`src/rtl/uart_tx_queue.sv`:
```
// uart_tx_queue: byte FIFO that feeds a UART transmitter over its req/busy handshake.
// Optional threshold interrupt (oIRQ, iIRQ_THRESH, iIRQ_ACK) when UART_TX_QUEUE_IRQ_EN is defined.
module uart_tx_queue #(
  parameter int DEPTH_N = 4
) (
  input  logic             iCLOCK,
  input  logic             inRESET,
  input  logic             iWR_REQ,
  input  logic [7:0]       iWR_DATA,
  output logic             oWR_FULL,
  output logic             oEMPTY,
  output logic [DEPTH_N:0] oCOUNT,
  output logic             oOVERFLOW,
  input  logic             iFLUSH,
  output logic             oTX_REQ,
  output logic [7:0]       oTX_DATA,
  input  logic             iTX_BUSY,
`ifdef UART_TX_QUEUE_IRQ_EN
  input  logic [DEPTH_N:0] iIRQ_THRESH,
  input  logic             iIRQ_ACK,
  output logic             oIRQ,
`endif
  output logic             oIDLE
);

  localparam int DEPTH = 1 << DEPTH_N;
  localparam logic [DEPTH_N:0]   COUNT_FULL = (DEPTH_N + 1)'(DEPTH);
  localparam logic [DEPTH_N:0]   COUNT_ONE  = (DEPTH_N + 1)'(1);
  localparam logic [DEPTH_N-1:0] PTR_ONE    = DEPTH_N'(1);

  typedef enum logic [1:0] {IDLE, WAIT_BUSY, WAIT_DONE} state_t;

  state_t             state, state_next;
  logic [7:0]         mem [DEPTH];
  logic [DEPTH_N-1:0] wr_ptr, rd_ptr;
  logic [DEPTH_N:0]   count, count_next;
  logic               full, pop, push, drop;
  logic               overflow, tx_req;
  logic [7:0]         tx_data;

  assign full = (count == COUNT_FULL);

  always_comb begin
    // NOTE: defaults first so every path assigns every variable (no inferred latch).
    state_next = state;
    pop        = 1'b0;
    case (state)
      IDLE: begin
        // Flush wins over an issue in the same cycle.
        if (!iFLUSH && count != '0 && !iTX_BUSY) begin
          pop        = 1'b1;
          state_next = WAIT_BUSY;
        end
      end
      WAIT_BUSY: if (iTX_BUSY) state_next = WAIT_DONE;
      WAIT_DONE: if (!iTX_BUSY) state_next = IDLE;
      default:   state_next = IDLE;
    endcase
  end

  // A pop on the same edge frees a slot, so a write into a full queue is accepted.
  assign push = iWR_REQ && !iFLUSH && (!full || pop);
  assign drop = iWR_REQ && !iFLUSH && full && !pop;

  always_comb begin
    count_next = count;
    if (iFLUSH)              count_next = '0;
    else if (push && !pop)   count_next = count + COUNT_ONE;
    else if (pop && !push)   count_next = count - COUNT_ONE;
  end

  always_ff @(posedge iCLOCK or negedge inRESET) begin
    if (!inRESET) begin
      state    <= IDLE;
      wr_ptr   <= '0;
      rd_ptr   <= '0;
      count    <= '0;
      overflow <= 1'b0;
      tx_req   <= 1'b0;
      tx_data  <= '0;
    end else begin
      // NOTE: non-blocking so every register here samples pre-edge values.
      state  <= state_next;
      count  <= count_next;
      tx_req <= pop;
      if (pop) tx_data <= mem[rd_ptr];
      if (iFLUSH) begin
        wr_ptr   <= '0;
        rd_ptr   <= '0;
        overflow <= 1'b0;
      end else begin
        if (push) wr_ptr <= wr_ptr + PTR_ONE;
        if (pop)  rd_ptr <= rd_ptr + PTR_ONE;
        if (drop) overflow <= 1'b1;
      end
    end
  end

  // NOTE: the storage array is not reset; pointers and count define which entries are valid.
  always_ff @(posedge iCLOCK) begin
    if (push) mem[wr_ptr] <= iWR_DATA;
  end

  assign oWR_FULL  = full;
  assign oEMPTY    = (count == '0);
  assign oCOUNT    = count;
  assign oOVERFLOW = overflow;
  assign oTX_REQ   = tx_req;
  assign oTX_DATA  = tx_data;
  assign oIDLE     = (count == '0) && (state == IDLE) && !iTX_BUSY;

`ifdef UART_TX_QUEUE_IRQ_EN
  logic irq;

  // Fires on the downward crossing of the threshold; a flush never raises it.
  always_ff @(posedge iCLOCK or negedge inRESET) begin
    if (!inRESET)
      irq <= 1'b0;
    else if (!iFLUSH && count > iIRQ_THRESH && count_next <= iIRQ_THRESH)
      irq <= 1'b1;
    else if (iIRQ_ACK)
      irq <= 1'b0;
  end

  assign oIRQ = irq;
`endif

endmodule

```
`config.mk`:
```
export PLATFORM = sky130hd
export DESIGN_NAME = uart_tx_queue
export DESIGN_NICKNAME = d
export VERILOG_FILES = /design/src/rtl/uart_tx_queue.sv
export SDC_FILE = /design/constraint.sdc
export NUM_CORES = 1
export LEC_CHECK = 0
export CAP_MARGIN = 0
export CORE_ASPECT_RATIO = 0.6
export CORE_MARGIN = 2
export CORE_UTILIZATION = 35
export DETAILED_ROUTE_END_ITERATION = 6
export RECOVER_POWER = 50
export SYNTH_ARGS = -nofsm -noshare
export SYNTH_HDL_FRONTEND = slang
export SYNTH_SLANG_ARGS = --single-unit
```
`constraint.sdc`:
```
create_clock -name iCLOCK -period 3.9 [get_ports iCLOCK]
set_input_delay 0.78 -clock iCLOCK [delete_from_list [all_inputs] [get_ports iCLOCK]]
set_output_delay 0.78 -clock iCLOCK [all_outputs]
set_load 0.05 [all_outputs]
```
==> impl_metrics.yaml, run 1 <==
layout:
  drive_above_1_share: 0.196
  nets: 413
  area_growth_pct: 18.1
  register_area_um2: 4470
  fillCellCount: 1558
  multi_input_area_um2: 1740
  final_area_um2: 7490
  fin_util: 0.418
  diodes: 0
worst_setup_path:
  critical_path.max_stage_delay_ns: 0.82
  path_buf_inv: 2
  slowest_stage: "clkdlybuf4s50_1"
  critical_path_arrival_ns: 2.79
  cp_cell_sequence: "dlygate4sd3_1, or3_1, nor3_1, clkdlybuf4s50_1"
  crit_family: "buffers and inverters"
  crit_path_max_fanout: 5
  cp-end-kind: "output port"
  setup.worst_path.start_class: "input pin"
  criticalPathCategory: "in -> out"
  cp.required_ns: 3.12
global_route:
  grtUsageTotal: 0.152
  grt_start_max_net_pins: 34
  grt-ovfl-total: 0
  grt_first_pass_wirelength_um: 20500
  antenna_found_initial: 0
  grt_pass1_vias: 3262
yosys:
  synth-edff-count: 128
  ys_ff_latch: 153
  syn_nets: 369
  ys_seq_area_frac: 0.705
  syn_inst: 346
  synth.distinct_cells: 44
  synth_top_area_cell: "edfxtp_1"
  synth_common_cells: "edfxtp_1, mux4_2, dfrtp_1"
  yosysMostFrequentCell: "edfxtp_1"
  ys_warn_count: 0
  synthArstFlopShare: 0.163
  synth_area_um2: 6340
  netlist_top_cells_area: "edfxtp_1, mux4_2, dfrtp_1"
  synth_ff_type: "edfxtp_1"
  syn_area_per_cell_um2: 18.3
  synth_top_area_share: 0.606
pwr:
  ir_drop_mv: 0.270
  p_leak_nw: 2.55
  pwr_density_cell_nw_per_um2: 607
  total_power_mw: 4.54
routing:
  firstDrtPassIters: 4
  drcViolationCount: 0
  final_antenna_net_count: 0
  wl_per_cell_um: 21.0
  viasPerCell: 5.12
  drt_iter0_drc: 258
  vias: 3292
  routed_wirelength_um: 13500
floorplanning:
  dieArea_um2: 19200
  dieWidth_um: 178
  ios: 31
  initial_core_util: 0.354
  coreArea_um2: 17900
  die_y_um: 108
  rows: 38
clock_tree:
  cts_tree: "done"
  clock-sinks: 153
  cts_setup_buffers: 0
  ctsLongestPathBuffers: 2
  postCtsHoldBufs: 0
  htreeDepth: 4
  clk_pin_slew_ns: 0.06
  clk_latency_ns: 0.41
  cts_resized: 0
  cts-root-buf: "clkbuf_16"
  numCtsBuffers: 17
run:
  maxCapViolCount: 0
min_path:
  hp-class: "reg -> reg"
sta:
  fin_crit_sh: 0.916
  hold_violations: 0
  slew-limit-headroom: 0.279
  rsz0062_at_grt: "false"
  slew_viol_final: 0
  worst_slew_pin_slew_ns: 1.08
  clock_skew_ns: 0.0150
  fin_tns_setup_ns: 0
  fin_crit_ns: 3.57
  finalSetupViolCount: 0
  fmax_mhz: 280
outcome:
  status: "finished, final reports clean"
placed_design:
  placed_area_um2: 6950
  dp_hpwl_um: 9000
  place_congestion: 0.811
  port-buffer-count: 30
worst reg2reg max path: cells and delay by family (launching register included):
kind | cells | cell delay (ns)
AND/OR/NAND/NOR | 5 | 1.33
AO/OA/AOI/OAI | 2 | 0.51
flip-flops | 1 | 0.47
adder cells (fa/ha/maj) | 1 | 0.45
cells in the final DEF (no fill, tap or decap), drive strengths merged, types with 8 or more instances in the layout:
master         synthesis  routed
nor2                  13      13
and2                  14      14
buf                    9       9
mux2i                 19      19
o221ai                 8       8
mux4                  32      32
nand2                 18      18
clkdlybuf4s50          0      19
inv                    9      10
dlygate4sd3            0      11
ha                     9       9
clkbuf                 7      25
dfrtp                 25      25
edfxtp               128     128
final timing paths:
kind | slack, ns | startpoint | cells after the start | end
max | 0.33 | iTX_BUSY | 4 | oIDLE
min | 0.49 | oTX_DATA[3]$_DFFE_PN0N_ | 2 | oTX_DATA[3]$_DFFE_PN0N_
max in group asynchronous | 2.15 | inRESET | 2 | oTX_DATA[4]$_DFFE_PN0N_
max reg2reg | 1.02 | oCOUNT[0]$_DFFE_PN0P_ | 8 | oCOUNT[4]$_DFFE_PN0P_
min in group asynchronous | 0.99 | inRESET | 1 | oCOUNT[3]$_DFFE_PN0P_
min reg2reg | 0.49 | oTX_DATA[3]$_DFFE_PN0N_ | 2 | oTX_DATA[3]$_DFFE_PN0N_
registers in the layout, summed over array words and instances (netlist names):
signal and cells:
mem 128, oCOUNT 5, oOVERFLOW 1, oTX_DATA 8
oTX_REQ 1, rd_ptr 4, state 2, wr_ptr 4
logic make-up (layout without fill, tap and decap cells):
family                   after synthesis  in the layout  synth area share
XOR/XNOR                               5              5           0.00691
AO/OA/AOI/OAI                         29             29            0.0401
adder cells (fa/ha/maj)               10             10            0.0209
AND/OR/NAND/NOR                       70             70            0.0592
multiplexers                          54             54             0.151
buffers and inverters                 25             82            0.0174
flip-flops                           153            153             0.705
per-stage QoR:
stage          hold WS [ns]  instances  setup slack [ns]
2_1_floorplan         0.484        346             0.687
3_3_place_gp          0.468        611             0.492
3_5_place_dp          0.488        611             0.506
4_1_cts               0.499        643             0.498
5_1_grt               0.519        643             0.228
6_report              0.491        643             0.327
where the power goes:
group	total (mW)	internal [mW]	switching, mW
Sequential	2.00	1.87	0.128
Combinational	0.999	0.396	0.603
Clock	1.55	0.909	0.637
Total	4.54	3.18	1.37
per-layer routing:
| layer | vias to the layer above | track usage | routed length (um) |
|---|---|---|---|
| li1 | 1454 | - | - |
| met1 | 1729 | 0.245 | 6710 |
| met2 | 104 | 0.202 | 5650 |
| met3 | 5 | 0.0338 | 1090 |
| met4 | 0 | 0.0404 | 46 |
| met5 | - | 0 | 0 |
cell type report:
type	count	area share
timing repair buffer	41	0.0501
sequential	153	0.597
tap	240	0.0401
clock buffer	23	0.0668
multi-input combinational	168	0.233
inverter	9	0.00451
clock inverter	9	0.00852
No activity file was read; power rests on OpenSTA's default activity.
==> run 2, diff against run 1 <==
--- a/config.mk
+++ b/config.mk
@@ -5,10 +5,11 @@
 export SDC_FILE = /design/constraint.sdc
 export NUM_CORES = 1
 export LEC_CHECK = 0
-export CAP_MARGIN = 0
+export CAP_MARGIN = 20
 export CORE_ASPECT_RATIO = 0.6
 export CORE_MARGIN = 2
 export CORE_UTILIZATION = 35
+export CTS_CLUSTER_SIZE = 20
 export DETAILED_ROUTE_END_ITERATION = 6
 export RECOVER_POWER = 50
 export SYNTH_ARGS = -nofsm -noshare
==> run 2 against run 1 <==
Against the previous run: worst setup slack worse by 0.0036 ns; clock power hardly changed; non-clock buffer count up 1; register-to-register slack hardly changed; critical path type unchanged; critical endpoint unchanged; highest routed layer unchanged.
==> impl_metrics.yaml, run 2 (same netlist as run 1, synthesis figures left out) <==
outcome:
  status: "finished, final reports clean"
placed_design:
  place_congestion: 0.811
  dp_hpwl_um: 9000
  port-buffer-count: 30
clock_tree:
  clk_pin_slew_ns: 0.06
  postCtsHoldBufs: 0
  ctsLongestPathBuffers: 2
  numCtsBuffers: 17
  clock-sinks: 153
  cts-root-buf: "clkbuf_16"
  cts_resized: 0
  htreeDepth: 4
  clk_latency_ns: 0.42
  cts_tree: "done"
  cts_setup_buffers: 0
worst_setup_path:
  crit_end: "oIDLE"
  setup.worst_path.start_class: "input pin"
  reg2reg_from: "oCOUNT[0]$_DFFE_PN0P_"
  cp-end-kind: "output port"
  criticalPathCategory: "in -> out"
  cp.required_ns: 3.12
  worstRegToRegCells: 8
  r2r_end: "oCOUNT[4]$_DFFE_PN0P_"
  critical_path_arrival_ns: 2.80
  cp-startpoint: "iTX_BUSY"
  r2r_slack_ns: 1.01
  crit_path_max_fanout: 5
layout:
  layout_common_cells: "edfxtp_1, mux4_2, dfrtp_1"
  diodes: 0
  fin_util: 0.418
  drive_above_1_share: 0.196
  area_growth_pct: 18.1
  regMostFlops: "mem"
  fillCellCount: 1559
  largest_reg_flops: 128
  final_common_cell: "edfxtp_1"
  nets: 414
global_route:
  grt-ovfl-total: 0
  grt_start_max_net_pins: 34
  grt_pass1_vias: 3262
  grtUsageTotal: 0.152
  grt_first_pass_wirelength_um: 20500
  antenna_found_initial: 0
min_path:
  hp-class: "reg -> reg"
  min_from: "oTX_DATA[3]$_DFFE_PN0N_"
sta:
  hold_violations: 0
  slew_viol_final: 0
  hold-worst-slack_ns: 0.498
  fin_crit_sh: 0.917
  finalSetupViolCount: 0
  clock_skew_ns: 0.0235
  slew-limit-headroom: 0.284
  worst_slew_pin_slew_ns: 1.07
  fin_tns_setup_ns: 0
  fin_crit_ns: 3.58
  fmax_mhz: 280
  rsz0062_at_grt: "false"
routing:
  firstDrtPassIters: 4
  routed_wirelength_um: 13500
  drt_iter0_drc: 303
  vias: 3277
  wl_per_cell_um: 20.9
  drcViolationCount: 0
  viasPerCell: 5.09
  final_antenna_net_count: 0
pwr:
  total_power_mw: 4.54
  share_seq_of_total_power: 0.440
  p_sw_mw: 1.37
  pwr-share-clk: 0.341
  pwr_density_cell_nw_per_um2: 607
  ir_drop_mv: 0.270
  combinationalPowerShare: 0.220
  switching_share: 0.301
  p_leak_nw: 2.55
  internal_power_mw: 3.18
floorplanning:
  dieArea_um2: 19200
  ios: 31
  dieWidth_um: 178
  rows: 38
  die_y_um: 108
  coreArea_um2: 17900
  initial_core_util: 0.354
run:
  maxCapViolCount: 0
==> run 2: area by class of cell <==
class                           count  area (um^2)  area share
Clock buffer                       23          500      0.0668
Clock inverter                      9         63.8     0.00852
Inverter                            9         33.8     0.00451
Multi-Input combinational cell    168         1740       0.233
Sequential cell                   153         4470       0.597
Tap cell                          240          300      0.0401
Timing Repair Buffer               42          379      0.0506
==> run 2: critical path, stage by stage <==
cell and delay [ns]:
dlygate4sd3_1 0.59, or3_1 0.44, nor3_1 0.16, clkdlybuf4s50_1 0.82
==> run 2: layer usage <==
metal | GRT usage | share of wire | wire (um) | up-vias
met3 | 0.0338 | 0.078 | 1060 | 2
met2 | 0.202 | 0.42 | 5660 | 88
met1 | 0.245 | 0.50 | 6710 | 1729
li1 | - | - | - | 1458
met5 | 0 | 0 | 0 | -
met4 | 0.0404 | 0.0023 | 31 | 0
==> run 2: metrics by stage <==
stage | worst slack, ns | std cells | cell area (um^2)
2_1_floorplan | 0.687 | 346 | 6340
3_3_place_gp | 0.492 | 611 | 6950
3_5_place_dp | 0.506 | 611 | 6950
4_1_cts | 0.498 | 643 | 7510
5_1_grt | 0.228 | 644 | 7490
6_report | 0.323 | 644 | 7490
==> run 2: power by group through the flow <==
stage | sequential, mW | clock, mW | combinational [mW]
2_1_floorplan | 2.17 | 0 | 0.547
3_3_place_gp | 2.03 | 0 | 1.01
3_5_place_dp | 2.04 | 0 | 1.02
4_1_cts | 2.00 | 1.57 | 1.03
5_1_grt | 2.02 | 1.66 | 1.07
6_report | 2.00 | 1.55 | 0.998
==> run 2: worst min-delay path by stage <==
stage                                          to  slack (ns)  depth (start not counted)
after floorplan             oCOUNT[0]$_DFFE_PN0P_        0.48                          0
after global placement    oTX_DATA[4]$_DFFE_PN0N_        0.47                          2
after detailed placement  oTX_DATA[3]$_DFFE_PN0N_        0.49                          2
after CTS                 oTX_DATA[3]$_DFFE_PN0N_        0.50                          2
after global routing      oTX_DATA[3]$_DFFE_PN0N_        0.52                          2
final                     oTX_DATA[3]$_DFFE_PN0N_        0.50                          2
==> run 3, diff against run 2 <==
--- a/config.mk
+++ b/config.mk
@@ -11,6 +11,7 @@
 export CORE_UTILIZATION = 35
 export CTS_CLUSTER_SIZE = 20
 export DETAILED_ROUTE_END_ITERATION = 6
+export MAX_ROUTING_LAYER = met4
 export RECOVER_POWER = 50
 export SYNTH_ARGS = -nofsm -noshare
 export SYNTH_HDL_FRONTEND = slang
==> run 3 against run 2 <==
Against the previous run: critical path depth stayed put; global-route usage grew 0.47 points; core utilization did not move; sequential share of layout area unchanged; worst setup slack worse by 0.0029 ns; count of clock-buffer cells in the layout unchanged; power rose by 0.27%; flip-flop and latch count did not move; critical endpoint unchanged.
==> impl_metrics.yaml, run 3 (same netlist as run 1, synthesis figures left out) <==
layout:
  final_area_um2: 7490
  fin_cells: 644
  fillCellCount: 1559
  register_area_um2: 4470
  multi_input_area_um2: 1740
  largest_reg_flops: 128
  regMostFlops: "mem"
  layout_common_cells: "edfxtp_1, mux4_2, dfrtp_1"
  nets: 414
  area_growth_pct: 18.1
  fin_util: 0.418
  final_common_cell: "edfxtp_1"
  diodes: 0
  drive_above_1_share: 0.196
clock_tree:
  numCtsBuffers: 17
  clk_latency_ns: 0.42
  cts_tree: "done"
  cts-root-buf: "clkbuf_16"
  postCtsHoldBufs: 0
  cts_setup_buffers: 0
  clk_pin_slew_ns: 0.06
  htreeDepth: 4
  cts_resized: 0
  clock-sinks: 153
  ctsLongestPathBuffers: 2
routing:
  drcViolationCount: 0
  routed_wirelength_um: 13600
  wl_per_cell_um: 21.1
  vias: 3312
  firstDrtPassIters: 5
  viasPerCell: 5.14
  drt_iter0_drc: 308
  final_antenna_net_count: 0
floorplanning:
  initial_core_util: 0.354
  die_y_um: 108
  dieArea_um2: 19200
  ios: 31
  coreArea_um2: 17900
  dieWidth_um: 178
  rows: 38
placed_design:
  port-buffer-count: 30
  post-place-ws_ns: 0.506
  place_congestion: 0.823
  dp_hpwl_um: 9000
  placed_area_um2: 6950
  dp.cells: 611
sta:
  rsz0062_at_grt: "false"
  fin_crit_ns: 3.58
  clock_skew_ns: 0.0117
  hold_violations: 0
  setup_ws_ns: 0.320
  fmax_mhz: 279
  fin_tns_setup_ns: 0
  slew-limit-headroom: 0.272
  worst_slew_pin_slew_ns: 1.09
  finalSetupViolCount: 0
  hold-worst-slack_ns: 0.501
  slew_viol_final: 0
  fin_crit_sh: 0.918
global_route:
  grt_start_max_net_pins: 34
  grt_pass1_vias: 3255
  grt_first_pass_wirelength_um: 20500
  grt-ovfl-total: 0
  antenna_found_initial: 0
  grtUsageTotal: 0.156
worst_setup_path:
  setup.worst_path.start_class: "input pin"
  critical_path_arrival_ns: 2.80
  criticalPathCategory: "in -> out"
  crit_path_max_fanout: 5
  cp-end-kind: "output port"
  cp.required_ns: 3.12
pwr:
  p_leak_nw: 2.55
  ir_drop_mv: 0.276
  pwr_density_cell_nw_per_um2: 608
  total_power_mw: 4.56
outcome:
  status: "finished, final reports clean"
run:
  maxCapViolCount: 0
min_path:
  hp-class: "reg -> reg"
run 3: cell counts in the layout (fill, tap and decap cells not counted):
Identical to the previous run, type by type.
run 3: path summary, 6_finish.rpt:
path                            depth (start not counted)  slack, ns                       to                    start
worst min register to register                          2       0.50  oTX_DATA[3]$_DFFE_PN0N_  oTX_DATA[3]$_DFFE_PN0N_
min in group asynchronous                               1       0.63    oCOUNT[3]$_DFFE_PN0P_                  inRESET
worst max register to register                          8       1.01    oCOUNT[4]$_DFFE_PN0P_    oCOUNT[1]$_DFFE_PN0P_
worst min-delay path                                    2       0.50  oTX_DATA[3]$_DFFE_PN0N_  oTX_DATA[3]$_DFFE_PN0N_
max in group asynchronous                               3       1.90  oTX_DATA[4]$_DFFE_PN0N_                  inRESET
worst max-delay path                                    4       0.32                    oIDLE                 iTX_BUSY
run 3: cell type report:
class	count	share of cell area
clock buffers	23	0.0668
clock inverters	9	0.00852
repair buffers	42	0.0506
flip-flops and latches	153	0.597
inverters	9	0.00451
multi-input cells	168	0.233
well taps	240	0.0401
run 3: critical path, cell delays in order:
cell and delay [ns]:
dlygate4sd3_1 0.59, or3_1 0.44, nor3_1 0.16, clkdlybuf4s50_1 0.82
run 3: where the power goes:
group	switching (mW)	total, mW	internal [mW]
Sequential	0.128	2.00	1.87
Combinational	0.605	1.00	0.396
Clock	0.648	1.56	0.908
Total	1.38	4.56	3.18
run 3: per-layer routing:
metal | GRT usage | part of all wire | wire length (um) | up-vias
li1 | - | - | - | 1459
met1 | 0.245 | 0.54 | 7290 | 1762
met2 | 0.203 | 0.41 | 5580 | 84
met3 | 0.0369 | 0.047 | 635 | 7
met4 | 0.0351 | 0.0039 | 53 | 0
met5 | - | 0 | 0 | -
